[config.mk]
export PLATFORM = sky130hd
export DESIGN_NAME = max_reduce_tree_flat
export DESIGN_NICKNAME = d
export VERILOG_FILES = /design/src/rtl/max_reduce_tree_if.sv /design/src/rtl/max_reduce_tree.sv /design/src/flat_wrapper.sv
export SDC_FILE = /design/constraint.sdc
export NUM_CORES = 2
export LEC_CHECK = 0
export CAP_MARGIN = 40
export CORE_AREA = 2 2 476 478
export CTS_CLUSTER_SIZE = 12
export DETAILED_ROUTE_END_ITERATION = 6
export DIE_AREA = 0 0 478 480
export MAX_ROUTING_LAYER = met4
export PLACE_DENSITY = 0.49
export SYNTH_ARGS = -nofsm -noshare
export SYNTH_HDL_FRONTEND = slang
export SYNTH_SLANG_ARGS = --single-unit
[constraint.sdc]
create_clock -name clk -period 9.3 [get_ports clk]
set_input_delay 0.93 -clock clk [delete_from_list [all_inputs] [get_ports clk]]
set_output_delay 0.93 -clock clk [all_outputs]
set_load 0.01 [all_outputs]
[src/rtl/max_reduce_tree_if.sv]
// Beat/result bundle for max_reduce_tree.
//   master : beat source (drives in_*), observes busy/run_max/out_*
//   slave  : the reduction engine
// in_valid/in_first/in_last/in_data : one beat of NUM_IN signed lanes
// busy, run_max                     : live status of the open frame
// out_valid/out_max/out_lane/out_beat/beat_ovf : completed-frame result
interface max_reduce_tree_if #(
   parameter int DATA_WIDTH = 18,
   parameter int NUM_IN     = 64,
   parameter int BEAT_WIDTH = 13
);
   localparam int LANE_W = $clog2(NUM_IN);

   logic                         in_valid;
   logic                         in_first;
   logic                         in_last;
   logic [NUM_IN*DATA_WIDTH-1:0] in_data;
   logic                         busy;
   logic [DATA_WIDTH-1:0]        run_max;
   logic                         out_valid;
   logic [DATA_WIDTH-1:0]        out_max;
   logic [LANE_W-1:0]            out_lane;
   logic [BEAT_WIDTH-1:0]        out_beat;
   logic                         beat_ovf;

   modport master (
      output in_valid, in_first, in_last, in_data,
      input  busy, run_max, out_valid, out_max, out_lane, out_beat, beat_ovf
   );

   modport slave (
      input  in_valid, in_first, in_last, in_data,
      output busy, run_max, out_valid, out_max, out_lane, out_beat, beat_ovf
   );
endinterface

[src/rtl/max_reduce_tree.sv]
// Pipelined max-reduction of NUM_IN score lanes per beat, folded into a
// per-frame maximum. Negative lanes count as 0; ties go to the lower lane
// and to the earlier beat.
// Ports: clk, rst_n (async, active-low), bus (max_reduce_tree_if.slave).
// Optional: define MAX_TREE_ARGMAX_EN to track the winning lane and beat;
// without it out_lane/out_beat are tied to 0 and no index logic exists.
//
// state  | meaning
// S_IDLE | no open frame; blocks without first are dropped, run_max held 0
// S_ACCUM| frame open; each block folded into best, beat counter advancing
module max_reduce_tree #(
   parameter int DATA_WIDTH       = 18,
   parameter int NUM_IN           = 64,
   parameter int LEVELS_PER_STAGE = 3,
   parameter int BEAT_WIDTH       = 13
) (
   input logic               clk,
   input logic               rst_n,
   max_reduce_tree_if.slave  bus
);
   localparam int LEVELS = $clog2(NUM_IN);
   localparam int STAGES = (LEVELS + LEVELS_PER_STAGE - 1) / LEVELS_PER_STAGE;
   localparam int LANE_W = LEVELS;
   // Level k nodes live at [2N - 2(N>>k), 2N - (N>>k)); the root is last.
   localparam int NODES  = 2*NUM_IN - 1;

   typedef enum logic {S_IDLE, S_ACCUM} state_t;

   logic [DATA_WIDTH-1:0] node_val [NODES];
`ifdef MAX_TREE_ARGMAX_EN
   logic [LANE_W-1:0]     node_lane [NODES];
`endif

   for (genvar i = 0; i < NUM_IN; i++) begin : g_leaf
      logic [DATA_WIDTH-1:0] raw;
      assign raw         = bus.in_data[i*DATA_WIDTH +: DATA_WIDTH];
      assign node_val[i] = raw[DATA_WIDTH-1] ? '0 : raw;
`ifdef MAX_TREE_ARGMAX_EN
      assign node_lane[i] = LANE_W'(i);
`endif
   end

   for (genvar k = 1; k <= LEVELS; k++) begin : g_lvl
      localparam int  SRC    = 2*NUM_IN - 2*(NUM_IN >> (k-1));
      localparam int  DST    = 2*NUM_IN - 2*(NUM_IN >> k);
      localparam int  CNT    = NUM_IN >> k;
      localparam bit  IS_REG = ((k % LEVELS_PER_STAGE) == 0) || (k == LEVELS);
      for (genvar j = 0; j < CNT; j++) begin : g_node
         logic                  take_b;
         logic [DATA_WIDTH-1:0] win_val;
         // Values are clamped non-negative, so an unsigned compare is exact.
         // Strict > keeps the lower lane (a) on a tie.
         assign take_b  = node_val[SRC+2*j+1] > node_val[SRC+2*j];
         assign win_val = take_b ? node_val[SRC+2*j+1] : node_val[SRC+2*j];
`ifdef MAX_TREE_ARGMAX_EN
         logic [LANE_W-1:0] win_lane;
         assign win_lane = take_b ? node_lane[SRC+2*j+1] : node_lane[SRC+2*j];
`endif
         if (IS_REG) begin : g_reg
            logic [DATA_WIDTH-1:0] val_q;
            always_ff @(posedge clk) val_q <= win_val;
            assign node_val[DST+j] = val_q;
`ifdef MAX_TREE_ARGMAX_EN
            logic [LANE_W-1:0] lane_q;
            always_ff @(posedge clk) lane_q <= win_lane;
            assign node_lane[DST+j] = lane_q;
`endif
         end else begin : g_comb
            assign node_val[DST+j] = win_val;
`ifdef MAX_TREE_ARGMAX_EN
            assign node_lane[DST+j] = win_lane;
`endif
         end
      end
   end

   // Beat markers ride alongside the tree registers; data regs need no reset
   // because nothing downstream looks at them without a valid bit.
   logic [STAGES-1:0] pipe_v, pipe_f, pipe_l;

   always_ff @(posedge clk or negedge rst_n) begin
      if (!rst_n) begin
         pipe_v <= '0;
         pipe_f <= '0;
         pipe_l <= '0;
      end else begin
         pipe_v[0] <= bus.in_valid;
         pipe_f[0] <= bus.in_valid & bus.in_first;
         pipe_l[0] <= bus.in_valid & bus.in_last;
         for (int s = 1; s < STAGES; s++) begin
            pipe_v[s] <= pipe_v[s-1];
            pipe_f[s] <= pipe_f[s-1];
            pipe_l[s] <= pipe_l[s-1];
         end
      end
   end

   logic                  blk_v, blk_first, blk_last;
   logic [DATA_WIDTH-1:0] blk_max;
   assign blk_v     = pipe_v[STAGES-1];
   assign blk_first = pipe_f[STAGES-1];
   assign blk_last  = pipe_l[STAGES-1];
   assign blk_max   = node_val[NODES-1];

   state_t                state_q, state_d;
   logic [DATA_WIDTH-1:0] best_q, best_d;
   logic [BEAT_WIDTH-1:0] cnt_q, cnt_d;
   logic                  ovf_q, ovf_d;
   logic                  out_valid_q, out_valid_d;
   logic [DATA_WIDTH-1:0] out_max_q, out_max_d;
   logic                  out_ovf_q, out_ovf_d;
   logic                  fold;
`ifdef MAX_TREE_ARGMAX_EN
   logic [LANE_W-1:0]     best_lane_q, best_lane_d, out_lane_q, out_lane_d;
   logic [BEAT_WIDTH-1:0] best_beat_q, best_beat_d, out_beat_q, out_beat_d;
`endif

   always_ff @(posedge clk or negedge rst_n) begin
      if (!rst_n) begin
         state_q     <= S_IDLE;
         best_q      <= '0;
         cnt_q       <= '0;
         ovf_q       <= 1'b0;
         out_valid_q <= 1'b0;
         out_max_q   <= '0;
         out_ovf_q   <= 1'b0;
`ifdef MAX_TREE_ARGMAX_EN
         best_lane_q <= '0;
         best_beat_q <= '0;
         out_lane_q  <= '0;
         out_beat_q  <= '0;
`endif
      end else begin
         state_q     <= state_d;
         best_q      <= best_d;
         cnt_q       <= cnt_d;
         ovf_q       <= ovf_d;
         out_valid_q <= out_valid_d;
         out_max_q   <= out_max_d;
         out_ovf_q   <= out_ovf_d;
`ifdef MAX_TREE_ARGMAX_EN
         best_lane_q <= best_lane_d;
         best_beat_q <= best_beat_d;
         out_lane_q  <= out_lane_d;
         out_beat_q  <= out_beat_d;
`endif
      end
   end

   always_comb begin
      state_d     = state_q;
      best_d      = best_q;
      cnt_d       = cnt_q;
      ovf_d       = ovf_q;
      out_valid_d = 1'b0;
      out_max_d   = out_max_q;
      out_ovf_d   = out_ovf_q;
      fold        = 1'b0;
`ifdef MAX_TREE_ARGMAX_EN
      best_lane_d = best_lane_q;
      best_beat_d = best_beat_q;
      out_lane_d  = out_lane_q;
      out_beat_d  = out_beat_q;
`endif
      if (blk_v && blk_first) begin
         // A first block always opens a fresh frame, abandoning any open one.
         fold    = 1'b1;
         state_d = S_ACCUM;
         best_d  = blk_max;
         cnt_d   = '0;
         ovf_d   = 1'b0;
`ifdef MAX_TREE_ARGMAX_EN
         best_lane_d = node_lane[NODES-1];
         best_beat_d = '0;
`endif
      end else begin
         case (state_q)
            S_IDLE:  best_d = '0;
            S_ACCUM: begin
               if (blk_v) begin
                  fold = 1'b1;
                  if (cnt_q == '1) ovf_d = 1'b1;
                  else             cnt_d = cnt_q + 1'b1;
                  if (blk_max > best_q) begin
                     best_d = blk_max;
`ifdef MAX_TREE_ARGMAX_EN
                     best_lane_d = node_lane[NODES-1];
                     best_beat_d = cnt_d;
`endif
                  end
               end
            end
            default: state_d = S_IDLE;
         endcase
      end
      if (fold && blk_last) begin
         state_d     = S_IDLE;
         out_valid_d = 1'b1;
         out_max_d   = best_d;
         out_ovf_d   = ovf_d;
`ifdef MAX_TREE_ARGMAX_EN
         out_lane_d  = best_lane_d;
         out_beat_d  = best_beat_d;
`endif
      end
   end

   assign bus.busy      = (state_q == S_ACCUM) | (|pipe_v);
   assign bus.run_max   = best_q;
   assign bus.out_valid = out_valid_q;
   assign bus.out_max   = out_max_q;
   assign bus.beat_ovf  = out_ovf_q;
`ifdef MAX_TREE_ARGMAX_EN
   assign bus.out_lane  = out_lane_q;
   assign bus.out_beat  = out_beat_q;
`else
   assign bus.out_lane  = '0;
   assign bus.out_beat  = '0;
`endif
endmodule

[src/flat_wrapper.sv]
// flat-port wrapper written by rule: the top's interface ports become plain ports
module max_reduce_tree_flat 
#(
   parameter int DATA_WIDTH       = 18,
   parameter int NUM_IN           = 64,
   parameter int LEVELS_PER_STAGE = 3,
   parameter int BEAT_WIDTH       = 13
)
  (clk, rst_n, bus_in_valid, bus_in_first, bus_in_last, bus_in_data, bus_busy, bus_run_max, bus_out_valid, bus_out_max, bus_out_lane, bus_out_beat, bus_beat_ovf);
  max_reduce_tree_if #(.DATA_WIDTH(DATA_WIDTH), .NUM_IN(NUM_IN), .BEAT_WIDTH(BEAT_WIDTH)) bus_i ();
  input logic clk;
  input logic rst_n;
  input wire logic [$bits(bus_i.in_valid)-1:0] bus_in_valid;
  input wire logic [$bits(bus_i.in_first)-1:0] bus_in_first;
  input wire logic [$bits(bus_i.in_last)-1:0] bus_in_last;
  input wire logic [$bits(bus_i.in_data)-1:0] bus_in_data;
  output wire logic [$bits(bus_i.busy)-1:0] bus_busy;
  output wire logic [$bits(bus_i.run_max)-1:0] bus_run_max;
  output wire logic [$bits(bus_i.out_valid)-1:0] bus_out_valid;
  output wire logic [$bits(bus_i.out_max)-1:0] bus_out_max;
  output wire logic [$bits(bus_i.out_lane)-1:0] bus_out_lane;
  output wire logic [$bits(bus_i.out_beat)-1:0] bus_out_beat;
  output wire logic [$bits(bus_i.beat_ovf)-1:0] bus_beat_ovf;
  assign bus_i.in_valid = bus_in_valid;
  assign bus_i.in_first = bus_in_first;
  assign bus_i.in_last = bus_in_last;
  assign bus_i.in_data = bus_in_data;
  assign bus_busy = bus_i.busy;
  assign bus_run_max = bus_i.run_max;
  assign bus_out_valid = bus_i.out_valid;
  assign bus_out_max = bus_i.out_max;
  assign bus_out_lane = bus_i.out_lane;
  assign bus_out_beat = bus_i.out_beat;
  assign bus_beat_ovf = bus_i.beat_ovf;
  max_reduce_tree #(.DATA_WIDTH(DATA_WIDTH), .NUM_IN(NUM_IN), .LEVELS_PER_STAGE(LEVELS_PER_STAGE), .BEAT_WIDTH(BEAT_WIDTH)) u_core (.clk(clk), .rst_n(rst_n), .bus(bus_i));
endmodule
==> impl_metrics.yaml <==
grt:
  grt_pass1_vias: 52830
  grt_pass1_wl_mm: 356
  grt.total_usage_pct: 21.4
  grt_start_max_net_pins: 60
  antenna_found_initial: 64
  grt_overflow: 0
worst_setup_path:
  r2r_slack_ps: 1960
  path_class: "in -> reg"
  start_kind: "primary input"
  end_kind: "flop"
  critPathSlowestCell: "clkdlybuf4s50_1"
  crit_fanout: 17
  timing.rr.start: "u_core.g_lvl[3].g_node[0].g_reg.val_q[2]$_DFF_P_"
  r2r_cells: 25
  reg2reg_to: "u_core.blk_max[12]$_DFF_P_"
  max_stage_delay_ps: 660
  required_ps: 9810
  worstPathArrival_ps: 8530
  crit_path_frequent_cell: "ha_1"
timing:
  hold_violations: 0
  setup_viol: 0
  tightestPinTransition_ps: 1070
  rsz0062_at_grt: "false"
  max_freq_mhz: 125
  fin_crit_sh_pct: 86.3
  period_minus_slack_ps: 8020
  maxSlewHeadroom_pct: 26.6
  setup_ws_ps: 1280
  fin_tns_setup_ps: 0
  maxSlewViolCount: 0
  fin_skew_ps: 24.4
flow_run:
  cap_violations: 0
synthesis:
  ys_seq_area_share_pct: 8.65
  ys_warn_count: 0
  synthesis.area_sq_um: 52500
  async_flop_share_pct: 27.8
  netlist_instances: 6761
  synth.top_cells.by_area: "ha_1 26%, mux2i_1 15%, nand2b_1 10%"
  yosys-top-cells-count: "1089 x ha_1, 1016 x inv_1, 879 x nand2b_1"
  synth_cell_type_count: 98
  avgSynthCellArea_sq_um: 7.76
  yosys.area.top_type: "ha_1"
  ys_ff_latch: 212
  yosysMostFrequentCell: "ha_1"
  yosysTopAreaCellShare_pct: 26.0
  synthFlopType: "dfxtp_1"
  synth_edf_count: 0
cts:
  cts_root_buf: "clkbuf_16"
  postCtsHoldBufs: 0
  clk_pin_slew_ps: 60
  postCtsResizedCells: 0
  postCtsSetupBuffers: 0
  cts_tree: "built"
  clk_path_buf_depth: 3
  cts.htree.levels: 1
  clock-sinks: 212
  cts_buffers: 30
  worstSkewPairLatency_ps: 600
floorplan:
  core_area_sq_um: 224000
  start_util_pct: 23.4
  ios: 1215
  std_cell_rows: 174
  die_h_um: 480
  die_x_um: 478
  die_area_sq_um: 229000
outcome:
  status: "completed"
routing:
  avgRoutedWirePerCell_um: 22.8
  drt_wl_total_mm: 250
  drt_iter0_drc: 2740
  drc_errors: 0
  num_vias: 52432
  first_pass_iters: 6
  final_antenna_net_count: 0
  viasPerCell: 4.77
pwr:
  p_int_mw: 6.58
  ir_drop_mv: 0.351
  p_total_mw: 13.3
  pwr-share-seq_pct: 12.8
  leakage_nw: 34.2
  clkPwrFrac_pct: 9.0
  switching_share_pct: 50.6
  switching_power_mw: 6.74
  p_comb_share_pct: 78.2
  cellPowerDensity_nw_per_um2: 192
finish:
  nNetsFinal: 10159
  drive_gt1_share_pct: 5.20
  syn2layout_area_growth_pct: 32.3
placed_design:
  dp_hpwl_mm: 227
  port_buffers: 1195
  place_ws_ps: 789
  gp_congestion: 0.972
worst_hold_path:
  min_from: "u_core.pipe_f[0]$_DFF_PN0_"
  hold_class: "reg -> reg"
  hold_end: "u_core.pipe_f[1]$_DFF_PN0_"
  min_path_cells: 0
==> per-stage QoR <==
step,utilization [%],hold WS (ps),std cells,cell area [sq um]
finish,31.0,354,10984,69400
detailed placement,30.5,339,10872,68200
global placement,30.4,338,10856,68100
floorplan,-,331,6779,52500
CTS,30.9,357,10928,69300
global route,31.0,367,10975,69400
==> sequential cells by signal (all words and copies together) (netlist names) <==
| register | flops |
|---|---|
| u_core.blk_max | 17 |
| u_core.bus.out_max | 18 |
| u_core.bus.beat_ovf | 1 |
| u_core.bus.out_valid | 1 |
| u_core.g_lvl.g_node.g_reg.val_q | 136 |
| u_core.cnt_q | 13 |
| u_core.ovf_q | 1 |
| u_core.pipe_l | 2 |
| u_core.state_q | 1 |
| u_core.pipe_f | 2 |
| u_core.pipe_v | 2 |
| u_core.bus.run_max | 18 |
==> routing by layer <==
metal  wire length (um)  up-vias  part of all wire [%]  track usage (%)
met5                  0        -                     0                -
met3              11500      181                   4.6             2.76
met2             120000     1383                    48             36.5
met4               5910        0                   2.4             4.55
met1             113000    24859                    45             26.7
li1                   -    26009                     -                -
==> layout make-up <==
type | count | area, sq um
fillers | 23690 | 155000
multi-input cells | 5336 | 43200
repair buffers | 1317 | 12900
flip-flops and latches | 212 | 4540
inverters | 1016 | 3810
well taps | 2992 | 3740
clock buffers | 41 | 873
clock inverters | 15 | 165
diodes | 55 | 138
==> how the worst max path moves through the flow <==
stage	startpoint	to
6_report	bus_in_data[1061]	u_core.g_lvl[3].g_node[7].g_reg.val_q[1]$_DFF_P_
4_1_cts	bus_in_data[1061]	u_core.g_lvl[3].g_node[7].g_reg.val_q[1]$_DFF_P_
3_5_place_dp	bus_in_data[1061]	u_core.g_lvl[3].g_node[7].g_reg.val_q[1]$_DFF_P_
2_1_floorplan	bus_in_data[539]	u_core.g_lvl[3].g_node[3].g_reg.val_q[10]$_DFF_P_
5_1_grt	bus_in_data[1115]	u_core.g_lvl[3].g_node[7].g_reg.val_q[1]$_DFF_P_
3_3_place_gp	bus_in_data[1061]	u_core.g_lvl[3].g_node[7].g_reg.val_q[15]$_DFF_P_
==> power by group through the flow <==
stage / sequential [mW] / clock, mW / combinational (mW)
global placement: 1.75 / 0 / 10.2
finish: 1.71 / 1.20 / 10.4
detailed placement: 1.75 / 0 / 10.4
floorplan: 1.50 / 0 / 6.85
global route: 1.75 / 1.27 / 11.5
CTS: 1.73 / 1.24 / 10.5
==> cells in the final DEF, fill, tap and decap left out, drive strengths merged, types with 54 or more instances in the layout <==
cell / instances
a211oi: 54
a21o: 105
a21oi: 381
buf: 122
clkdlybuf4s50: 1194
dfrtp: 59
dfxtp: 153
diode: 55
ha: 1089
inv: 1018
mux2: 131
mux2i: 816
nand2: 263
nand2b: 879
nand3: 178
nand4: 159
nor2: 182
nor2b: 296
o211ai: 58
o21ai: 174
==> worst max-delay path, delay by kind of cell <==
family | cells | cell delay, ps
and+or+nand+nor | 7 | 1580
muxes | 3 | 1090
buffers and inverters | 4 | 1290
adders and majority gates | 3 | 770
AOI/OAI and AO/OA | 11 | 2860
==> kinds of logic (layout without fill, tap and decap cells) <==
family | after synthesis | count (layout) | share of synthesized area, %
AOI/OAI and AO/OA | 1116 | 1116 | 14.0
xor gates and xnor gates | 9 | 9 | 0.150
adders and majority gates | 1089 | 1089 | 26.0
buffers and inverters | 1231 | 2389 | 9.31
DFF | 212 | 212 | 8.65
muxes | 947 | 947 | 18.6
other | 1 | 74 | 0.00715
and+or+nand+nor | 2156 | 2156 | 23.4
Note: power is estimated with default switching activity, not from simulation.
